### config.mk
export PLATFORM = sky130hd
export DESIGN_NAME = puf_ro_arbiter
export DESIGN_NICKNAME = d
export VERILOG_FILES = /design/src/rtl/puf_pkg.sv /design/src/rtl/puf_edge_cnt.sv /design/src/rtl/puf_ro_arbiter.sv
export SDC_FILE = /design/constraint.sdc
export NUM_CORES = 1
export LEC_CHECK = 0
export CAP_MARGIN = 20
export CORE_AREA = 8 8 79 81
export CTS_CLUSTER_DIAMETER = 40
export DETAILED_ROUTE_END_ITERATION = 10
export DIE_AREA = 0 0 87 89
export GPL_ROUTABILITY_DRIVEN = 0
export PLACE_DENSITY = 0.63
export SLEW_MARGIN = 40
export SYNTH_ARGS = -nofsm -noshare
export SYNTH_HDL_FRONTEND = slang
export SYNTH_SLANG_ARGS = --single-unit
export TNS_END_PERCENT = 1
### constraint.sdc
create_clock -name clk -period 3.9 [get_ports clk]
set_input_delay 0.585 -clock clk [delete_from_list [all_inputs] [get_ports clk]]
set_output_delay 0.585 -clock clk [all_outputs]
set_load 0.05 [all_outputs]
### src/rtl/puf_pkg.sv
// Shared definitions for the ring-oscillator-pair PUF measurement engine:
// controller state encoding, synchroniser flush length and a width helper.
package puf_pkg;

    typedef enum logic [1:0] {
        IDLE,
        ARM,
        COUNT,
        CMP
    } state_t;

    // Cycles spent after a mux change before edges are trusted again
    // (two synchroniser flops plus the edge-detect register).
    localparam int ARM_CYC = 3;

    function automatic int clog2(input int value);
        int r;
        r = 0;
        while ((1 << r) < value) begin
            r = r + 1;
        end
        return r;
    endfunction

endpackage

### src/rtl/puf_edge_cnt.sv
// One measurement channel: two-flop synchroniser for an asynchronous RO
// output, 0->1 edge detector, and a saturating edge counter with a
// synchronous clear and a count enable.
module puf_edge_cnt
    import puf_pkg::*;
#(
    parameter int CNT_W = 8
) (
    input  logic             clk,
    input  logic             rst,
    input  logic             ro_i,
    input  logic             clr_i,
    input  logic             en_i,
    output logic [CNT_W-1:0] cnt_o
);

    logic             sync1_q;
    logic             sync2_q;
    logic             prev_q;
    logic [CNT_W-1:0] cnt_q;
    logic             rise;
    logic             cnt_full;

    assign rise     = sync2_q & ~prev_q;
    assign cnt_full = &cnt_q;
    assign cnt_o    = cnt_q;

    // Synchronise, remember the previous sample, and count rising edges
    // without wrapping once the counter is all-ones.
    always_ff @(posedge clk or posedge rst) begin
        if (rst) begin
            sync1_q <= 1'b0;
            sync2_q <= 1'b0;
            prev_q  <= 1'b0;
            cnt_q   <= '0;
        end else begin
            sync1_q <= ro_i;
            sync2_q <= sync1_q;
            prev_q  <= sync2_q;
            if (clr_i) begin
                cnt_q <= '0;
            end else if (en_i && rise && !cnt_full) begin
                cnt_q <= cnt_q + 1'b1;
            end
        end
    end

endmodule

### src/rtl/puf_ro_arbiter.sv
// Ring-oscillator-pair PUF measurement engine. The challenge picks one RO
// pair; rising edges of both oscillators are counted over a WIN_CYC window
// and compared to give a 1-bit response with a single-cycle finished pulse.
// Optional build macro PUF_MAJORITY_EN: repeat the measurement NVOTE times
// on the latched challenge and report the majority of the per-round results.
module puf_ro_arbiter
    import puf_pkg::*;
#(
    parameter int CHAL_W  = 3,
    parameter int WIN_CYC = 64,
    parameter int CNT_W   = 8,
    parameter int NVOTE   = 3
) (
    input  logic                       clk,
    input  logic                       rst,
    input  logic                       start,
    input  logic [CHAL_W-1:0]          challenge,
    input  logic [2**(CHAL_W+1)-1:0]   ro_in,
    output logic                       busy,
    output logic                       response,
    output logic                       finished
);

    localparam int               WIN_W    = clog2(WIN_CYC + 1);
    localparam logic [WIN_W-1:0] WIN_LAST = WIN_W'(WIN_CYC - 1);
    localparam logic [1:0]       ARM_LAST = 2'(ARM_CYC - 1);

    state_t             state_q;
    logic [CHAL_W-1:0]  chal_q;
    logic [1:0]         arm_q;
    logic [WIN_W-1:0]   win_q;
    logic               busy_q;
    logic               resp_q;
    logic               fin_q;

    logic [CHAL_W:0]    sel_a;
    logic [CHAL_W:0]    sel_b;
    logic               cnt_clr;
    logic               cnt_en;
    logic [CNT_W-1:0]   cnt_a;
    logic [CNT_W-1:0]   cnt_b;
    logic               a_gt_b_d;

`ifdef PUF_MAJORITY_EN
    localparam int                VOTE_W    = clog2(NVOTE + 1);
    localparam logic [VOTE_W-1:0] VOTE_LAST = VOTE_W'(NVOTE - 1);
    localparam logic [VOTE_W-1:0] VOTE_HALF = VOTE_W'(NVOTE / 2);

    logic [VOTE_W-1:0]  round_q;
    logic [VOTE_W-1:0]  votes_q;
    logic [VOTE_W-1:0]  votes_d;

    assign votes_d = votes_q + VOTE_W'(a_gt_b_d);
`endif

    // Only the selected pair reaches the synchronisers.
    assign sel_a    = {chal_q, 1'b0};
    assign sel_b    = {chal_q, 1'b1};
    assign cnt_clr  = (state_q == ARM);
    assign cnt_en   = (state_q == COUNT);
    assign a_gt_b_d = (cnt_a > cnt_b);

    puf_edge_cnt #(
        .CNT_W (CNT_W)
    ) u_cnt_a (
        .clk   (clk),
        .rst   (rst),
        .ro_i  (ro_in[sel_a]),
        .clr_i (cnt_clr),
        .en_i  (cnt_en),
        .cnt_o (cnt_a)
    );

    puf_edge_cnt #(
        .CNT_W (CNT_W)
    ) u_cnt_b (
        .clk   (clk),
        .rst   (rst),
        .ro_i  (ro_in[sel_b]),
        .clr_i (cnt_clr),
        .en_i  (cnt_en),
        .cnt_o (cnt_b)
    );

    // Measurement controller: IDLE -> ARM (flush) -> COUNT (window) -> CMP.
    // busy stays high through the finished cycle, so IDLE drops it first
    // and only accepts a new start once busy is already low.
    always_ff @(posedge clk or posedge rst) begin
        if (rst) begin
            state_q <= IDLE;
            chal_q  <= '0;
            arm_q   <= '0;
            win_q   <= '0;
            busy_q  <= 1'b0;
            resp_q  <= 1'b0;
            fin_q   <= 1'b0;
`ifdef PUF_MAJORITY_EN
            round_q <= '0;
            votes_q <= '0;
`endif
        end else begin
            fin_q <= 1'b0;
            case (state_q)
                IDLE: begin
                    if (busy_q) begin
                        busy_q <= 1'b0;
                    end else if (start) begin
                        chal_q  <= challenge;
                        busy_q  <= 1'b1;
                        arm_q   <= '0;
                        state_q <= ARM;
`ifdef PUF_MAJORITY_EN
                        round_q <= '0;
                        votes_q <= '0;
`endif
                    end
                end
                ARM: begin
                    arm_q <= arm_q + 1'b1;
                    if (arm_q == ARM_LAST) begin
                        win_q   <= '0;
                        state_q <= COUNT;
                    end
                end
                COUNT: begin
                    win_q <= win_q + 1'b1;
                    if (win_q == WIN_LAST) begin
                        state_q <= CMP;
                    end
                end
                CMP: begin
`ifdef PUF_MAJORITY_EN
                    if (round_q == VOTE_LAST) begin
                        resp_q  <= (votes_d > VOTE_HALF);
                        fin_q   <= 1'b1;
                        state_q <= IDLE;
                    end else begin
                        votes_q <= votes_d;
                        round_q <= round_q + 1'b1;
                        arm_q   <= '0;
                        state_q <= ARM;
                    end
`else
                    resp_q  <= a_gt_b_d;
                    fin_q   <= 1'b1;
                    state_q <= IDLE;
`endif
                end
                default: begin
                    state_q <= IDLE;
                end
            endcase
        end
    end

    assign busy     = busy_q;
    assign response = resp_q;
    assign finished = fin_q;

endmodule

### Word level (Yosys, flattened, before mapping)

Index checks and enable logic that the tools add are counted.

* equal/unequal tests: 9
* $lt $le $gt $ge: 3
* shifts and indexed selects: 0
* add/sub/neg operators: 4
* reduce and logical (&&, ||, !) cells: 17
* multipliers: 0
* mux-type cells: 21
* divide/modulo/power cells: 0
* bitwise gates (word level): 5

Operators by type and width (number)
* two-way mux 8 bit: 4
* adder 8 x 1 -> 8 bit, second input constant: 2
* AND reduction 8 bit: 2
* case mux 7 bit (2 select lines): 1
* two-way mux 2 bit: 6
* less-than comparator 4 x 5 -> 1 bit, second input constant: 2
* greater-than comparator 8 bit: 1
* case mux 2 bit (4 select lines): 1
* nonzero test 2 bit: 4
* adder 7 x 1 -> 7 bit, second input constant: 1
* == test 7 x 6 -> 1 bit, second input constant: 1
* two-way mux 7 bit: 1
* binary-select mux 1 bit (select 3 bit): 2
* == test 2 bit, second input constant: 3
* != test 2 bit, second input constant: 3
* AND reduction 3 bit: 2
* two-way mux 1 bit: 5
* logical AND 1 bit: 4
* case mux 2 bit (2 select lines): 1
* AND reduction 4 bit: 1
* inverter 1 bit: 3
* adder 2 x 1 -> 2 bit, second input constant: 1
* AND 1 bit: 2
* == test 2 x 1 -> 1 bit, second input constant: 1
* 4 further kinds: 5

* memories kept: 0
* latch bits: 0
* RAM bits: 0
* logic and storage cells: 74
* memory bits (read-only): 0
* output and inout port bits: 3
* flip-flop bits (word level): 39

### Depth between registers and ports, before layout

* depth in word-level cells: 6
* gate-level depth with buffers: 7
* depth with buffers taken out: 6

### Hierarchy

From an unflattened synthesis, not the netlist that was laid out.

* cells, all modules: 205
* area total of the unflattened synthesis: 2279.7 um^2

Modules (own cells, without submodules)
* puf_ro_arbiter: area each 1206.2 um^2, times used 1, sequential area each 425.4 um^2, cells an instance 115
* puf_edge_cnt: area each 536.8 um^2, times used 2, sequential area each 275.3 um^2, cells an instance 45

### Worst setup path before layout

Ideal clock, no wire load.

* path type: reg-to-reg
* start point: register state_q[0]
* end point: register u_cnt_b.cnt_q[5] (netlist: u_cnt_b.cnt_o[5])
* period minus slack after synthesis: 1.579 ns
* buffers on the path: 0
* path slack: 2.321 ns
* required time: 3.834 ns
* arrival time: 1.513 ns
* stages on the path, launching flop included: 7
* library setup time: 0.066 ns
* path through: dfrtp_1 inv_1 ha_1 and3b_2 o21ai_2 or4_1 nand2_1

* longest elaborated chain between the ends: 4
* elaborated cells between the ends (all ways): 6
* classes of those cells: eq/ne (2); mux (1); reduce/logical (3)

RTL lines
* start, declared: line puf_ro_arbiter.sv:28 `state_t state_q;`
* start signal, assigned: line puf_ro_arbiter.sv:90 `state_q <= IDLE;`
* start signal, assigned: line puf_ro_arbiter.sv:111 `state_q <= ARM;`
* start signal, assigned: line puf_ro_arbiter.sv:122 `state_q <= COUNT;`
* == test 2 bit: line puf_ro_arbiter.sv:60 `assign cnt_en = (state_q == COUNT);`
* logical AND 1 bit (2 in series): line puf_edge_cnt.sv:42 `end else if (en_i && rise && !cnt_full) begin`
* nonzero test 2 bit (no source line)
* end signal, assigned: line puf_edge_cnt.sv:43 `cnt_q <= cnt_q + 1'b1;`
* end, declared: line puf_edge_cnt.sv:20 `logic [CNT_W-1:0] cnt_q;`

Parallel ways exist; a longest one is shown, timed or not.
A chain may end at the register's enable or synchronous reset.

### Final worst setup path

* start point: register state_q[1]
* end point: register win_q[5]

* longest elaborated chain between the ends: 3
* elaborated cells between the ends (all ways): 6
* classes of those cells: eq/ne (3); mux (1); reduce/logical (2)

RTL lines
* == test 2 x 1 -> 1 bit / == test 2 bit (equally long branches): line puf_ro_arbiter.sv:103 `case (state_q)`
* != test 2 x 1 -> 1 bit (no source line) / nonzero test 2 bit (equally long branches)
* AND reduction 2 bit (no source line)
* end signal, assigned: line puf_ro_arbiter.sv:126 `win_q <= win_q + 1'b1;`
* end, declared: line puf_ro_arbiter.sv:31 `logic [WIN_W-1:0] win_q;`

Parallel ways exist; a longest one is shown, timed or not.

==> summary.txt <==
Global route
  • Vias in the first global route: around 1600
  • Gr usage total: 0.1211
  • Antenna violations before repair: 0
  • Global route total overflow: 0
  • Largest net degree at the start of global routing: 27
  • First-pass GRT wire length: roughly 7.4 mm

Power
  • Switching power: between 0.3 and 0.4 mW
  • Leak: 1.123 nW
  • Clock share of power: 0.245
  • Pint: around 0.72 mW
  • Net Sw Frac: 0.3302
  • Combinational Power Share: 0.261
  • Sequential Power Share: 0.494
  • Power Density: 420.7 mW/mm2
  • Peak supply drop: 215.8 uV

Final layout
  • Nets@finish: approximately 270
  • Layout area overhead: 18.29%
  • Leading cell types in the layout, fill and taps excluded: dfrtp_1 (39), clkdlybuf4s50_1 (24), ha_1 (17)
  • Commonest non-fill, non-tap cell in the layout: dfrtp_1
  • Diodes inserted: 0
  • Fill count: about 460
  • Share of cells above drive strength 1: 0.1116

Clock network
  • Max H-tree Level: 2
  • Post-CTS Hold Fix Bufs: 0
  • Root buf cell: clkbuf_8
  • Postcts setup bufs: 0
  • Clk buf depth: 2
  • CTS buffer count: 5
  • Clock slew at reported path FFs: 0.07 ns
  • TritonCTS Sinks: 39
  • CTS tree: yes
  • Clock Latency Late Sink: just under 0.3 ns
  • CTS resizes: 0

Logic synthesis
  • Seq cells post-synth: 39
  • Post-synth EDFFs: 0
  • Dominant synthesized flop cell: dfrtp_1
  • Syn Std Cell Area: around 0.0022 mm2
  • Async S/R FF share, synth: 1.000
  • Mapped Cells: just over 200
  • Area leader, netlist: dfrtp_1
  • Ys Warns: 0
  • Post-synth net total: about 240
  • Mean Syn Cell Area: 10.63 um2
  • Top cell type's share of synthesized area: 0.4501
  • Dominant cells by area after synthesis: dfrtp_1 (45%), ha_1 (9.8%), mux4_2 (4.2%)
  • Library cells used by synthesis: between 40 and 50
  • Sequential area share after synthesis: 0.4501

Timing
  • F_max: about 460 MHz
  • Final setup vio count: 0
  • Minimum clock period: 2.194 ns
  • Worst-margin pin slew: 0.7340 ns
  • Fin crit share: 0.5625
  • Worst slew margin: 0.5107
  • RSZ-0062 raised after global routing: no
  • Final hold vios: 0
  • Setup ws final: 1.706 ns
  • Max Slew Vio Count: 0
  • Setup tns final: 0 ns
  • Clock skew: approximately 0.0069 ns

Min path
  • Worst Hold Class: reg -> reg
  • Hold Crit Start: u_cnt_b.sync1_q$_DFF_PP0_
  • Hold endpoint: u_cnt_b.sync2_q$_DFF_PP0_
  • Worst Hold Depth: 0

Outcome
  • Status: completed

Die
  • Die Y: between 80 and 90 um
  • Initial Util: 0.4356
  • Std cell rows: 26
  • I/O pin count: 25
  • Die area: about 0.0077 mm2
  • Core area: about 0.005 mm2
  • Chip Width: around 87 um

Worst setup path
  • Crit end category: flip-flop
  • Logic depth of the worst register-to-register path: 6
  • Flop2flop setup slack: 1.71 ns
  • FF-to-FF End: win_q[5]$_DFFE_PP0P_
  • Critical path required time: 4.06 ns
  • Critical path launch point type: flip-flop
  • Reg-to-Reg Start: state_q[1]$_DFFE_PP0P_
  • WS Path Type: reg -> reg
  • Crit Path Max Fanout: 21
  • Worst Setup SP: state_q[1]$_DFFE_PP0P_
  • WP data arrival: 2.36 ns

Routing
  • DRC viols: 0
  • Antenna viol nets, final: 0
  • WL final: 4.040 mm
  • Drt pass-1 iters: 4
  • Drt initial violations: 92
  • Post-DR vias/cell: between 5 and 6
  • Per-cell routed wire length: between 10 and 15 um
  • DR vias: 1589

Flow run
  • Max Cap Viol: 0

Placement
  • Port buffer count: 24
  • Dpl hpwl: approximately 3.1 mm
  • Worst slack, placed: ~1.7 ns
==> per-layer routing <==
metal / global-route usage / part of all wire / up-vias
met5: 0 / 0 / -
li1: - / - / 800
met2: 0.1901 / 0.45 / 37
met4: 0.05321 / 0.017 / 0
met3: 0.04779 / 0.056 / 6
met1: 0.1439 / 0.47 / 746
==> logic make-up after synthesis <==
| family | count (synthesis) | synth area share |
|---|---|---|
| AND/OR/NAND/NOR | 67 | 0.1633 |
| AO/OA/AOI/OAI | 39 | 0.1281 |
| flip-flops | 39 | 0.4501 |
| buffers and inverters | 20 | 0.03693 |
| adder cells (fa/ha/maj) | 17 | 0.09809 |
| multiplexers | 14 | 0.09117 |
| XOR/XNOR | 8 | 0.03232 |
==> worst max-delay path: stages (launching register included) <==
cell and delay, ns:
dfrtp_1 0.41, inv_1 0.11, ha_1 0.64, mux2i_1 0.55, nor3_1 0.14, xnor2_1 0.17
nor2_1 0.05
==> sequential cells by signal (all words and copies together), names as in the netlist, 2 cells and up <==
signal         cells
u_cnt_a.cnt_o      8
u_cnt_b.cnt_o      8
win_q              7
chal_q             3
arm_q              2
state_q            2
==> power by group through the flow <==
stage          Combinational [mW]  Clock (mW)  Sequential, mW
2_1_floorplan               0.213           0           0.520
3_3_place_gp                0.273           0           0.541
3_5_place_dp                0.282           0           0.543
4_1_cts                     0.284       0.275           0.535
5_1_grt                     0.322       0.293           0.548
6_report                    0.282       0.264           0.533
==> area by class of cell <==
cell class	count	area [um2]	area share
Tap cell	70	87.58	0.03415
Multi-Input combinational cell	145	1112	0.4337
Sequential cell	39	975.9	0.3805
Timing Repair Buffer	25	247.7	0.09659
Clock buffer	7	76.32	0.02976
Clock inverter	1	5.005	0.001951
Inverter	16	60.06	0.02341
==> per-stage QoR <==
stage	power (mW)	util	hold slack [ns]	instances	area, um2
after floorplan	0.7332	-	0.3312	204	2168
after global placement	0.8136	0.4990	0.3321	295	2484
after detailed placement	0.8246	0.4990	0.3347	295	2484
after CTS	1.094	0.5153	0.3513	303	2565
after global routing	1.163	0.5153	0.3658	303	2565
final	1.079	0.5153	0.3486	303	2565
==> how the worst max path moves through the flow <==
stage | depth (start not counted) | slack (ns) | endpoint
6_report | 6 | 1.71 | win_q[5]$_DFFE_PP0P_
5_1_grt | 6 | 1.49 | win_q[5]$_DFFE_PP0P_
4_1_cts | 6 | 1.66 | win_q[5]$_DFFE_PP0P_
3_5_place_dp | 6 | 1.68 | win_q[5]$_DFFE_PP0P_
3_3_place_gp | 6 | 1.74 | win_q[5]$_DFFE_PP0P_
2_1_floorplan | 6 | 2.32 | u_cnt_b.cnt_o[5]$_DFFE_PP0P_
==> cell usage after synthesis, types with 2 or more instances <==
library cell	n
nand3_1	9
o211ai_1	5
ha_1	17
mux2_2	5
dfrtp_1	39
xnor2_1	3
or3_1	2
mux4_2	4
nand2_1	13
nor3_1	4
nand4_1	7
xor2_1	5
nor2_1	15
a21oi_1	8
and2_1	2
and3_1	2
mux2i_1	4
a22o_1	2
o21ai_2	2
o21ai_0	9
clkbuf_1	2
nand2b_1	4
o2111ai_1	2
inv_1	16
Power figures use the tool's default switching activity.
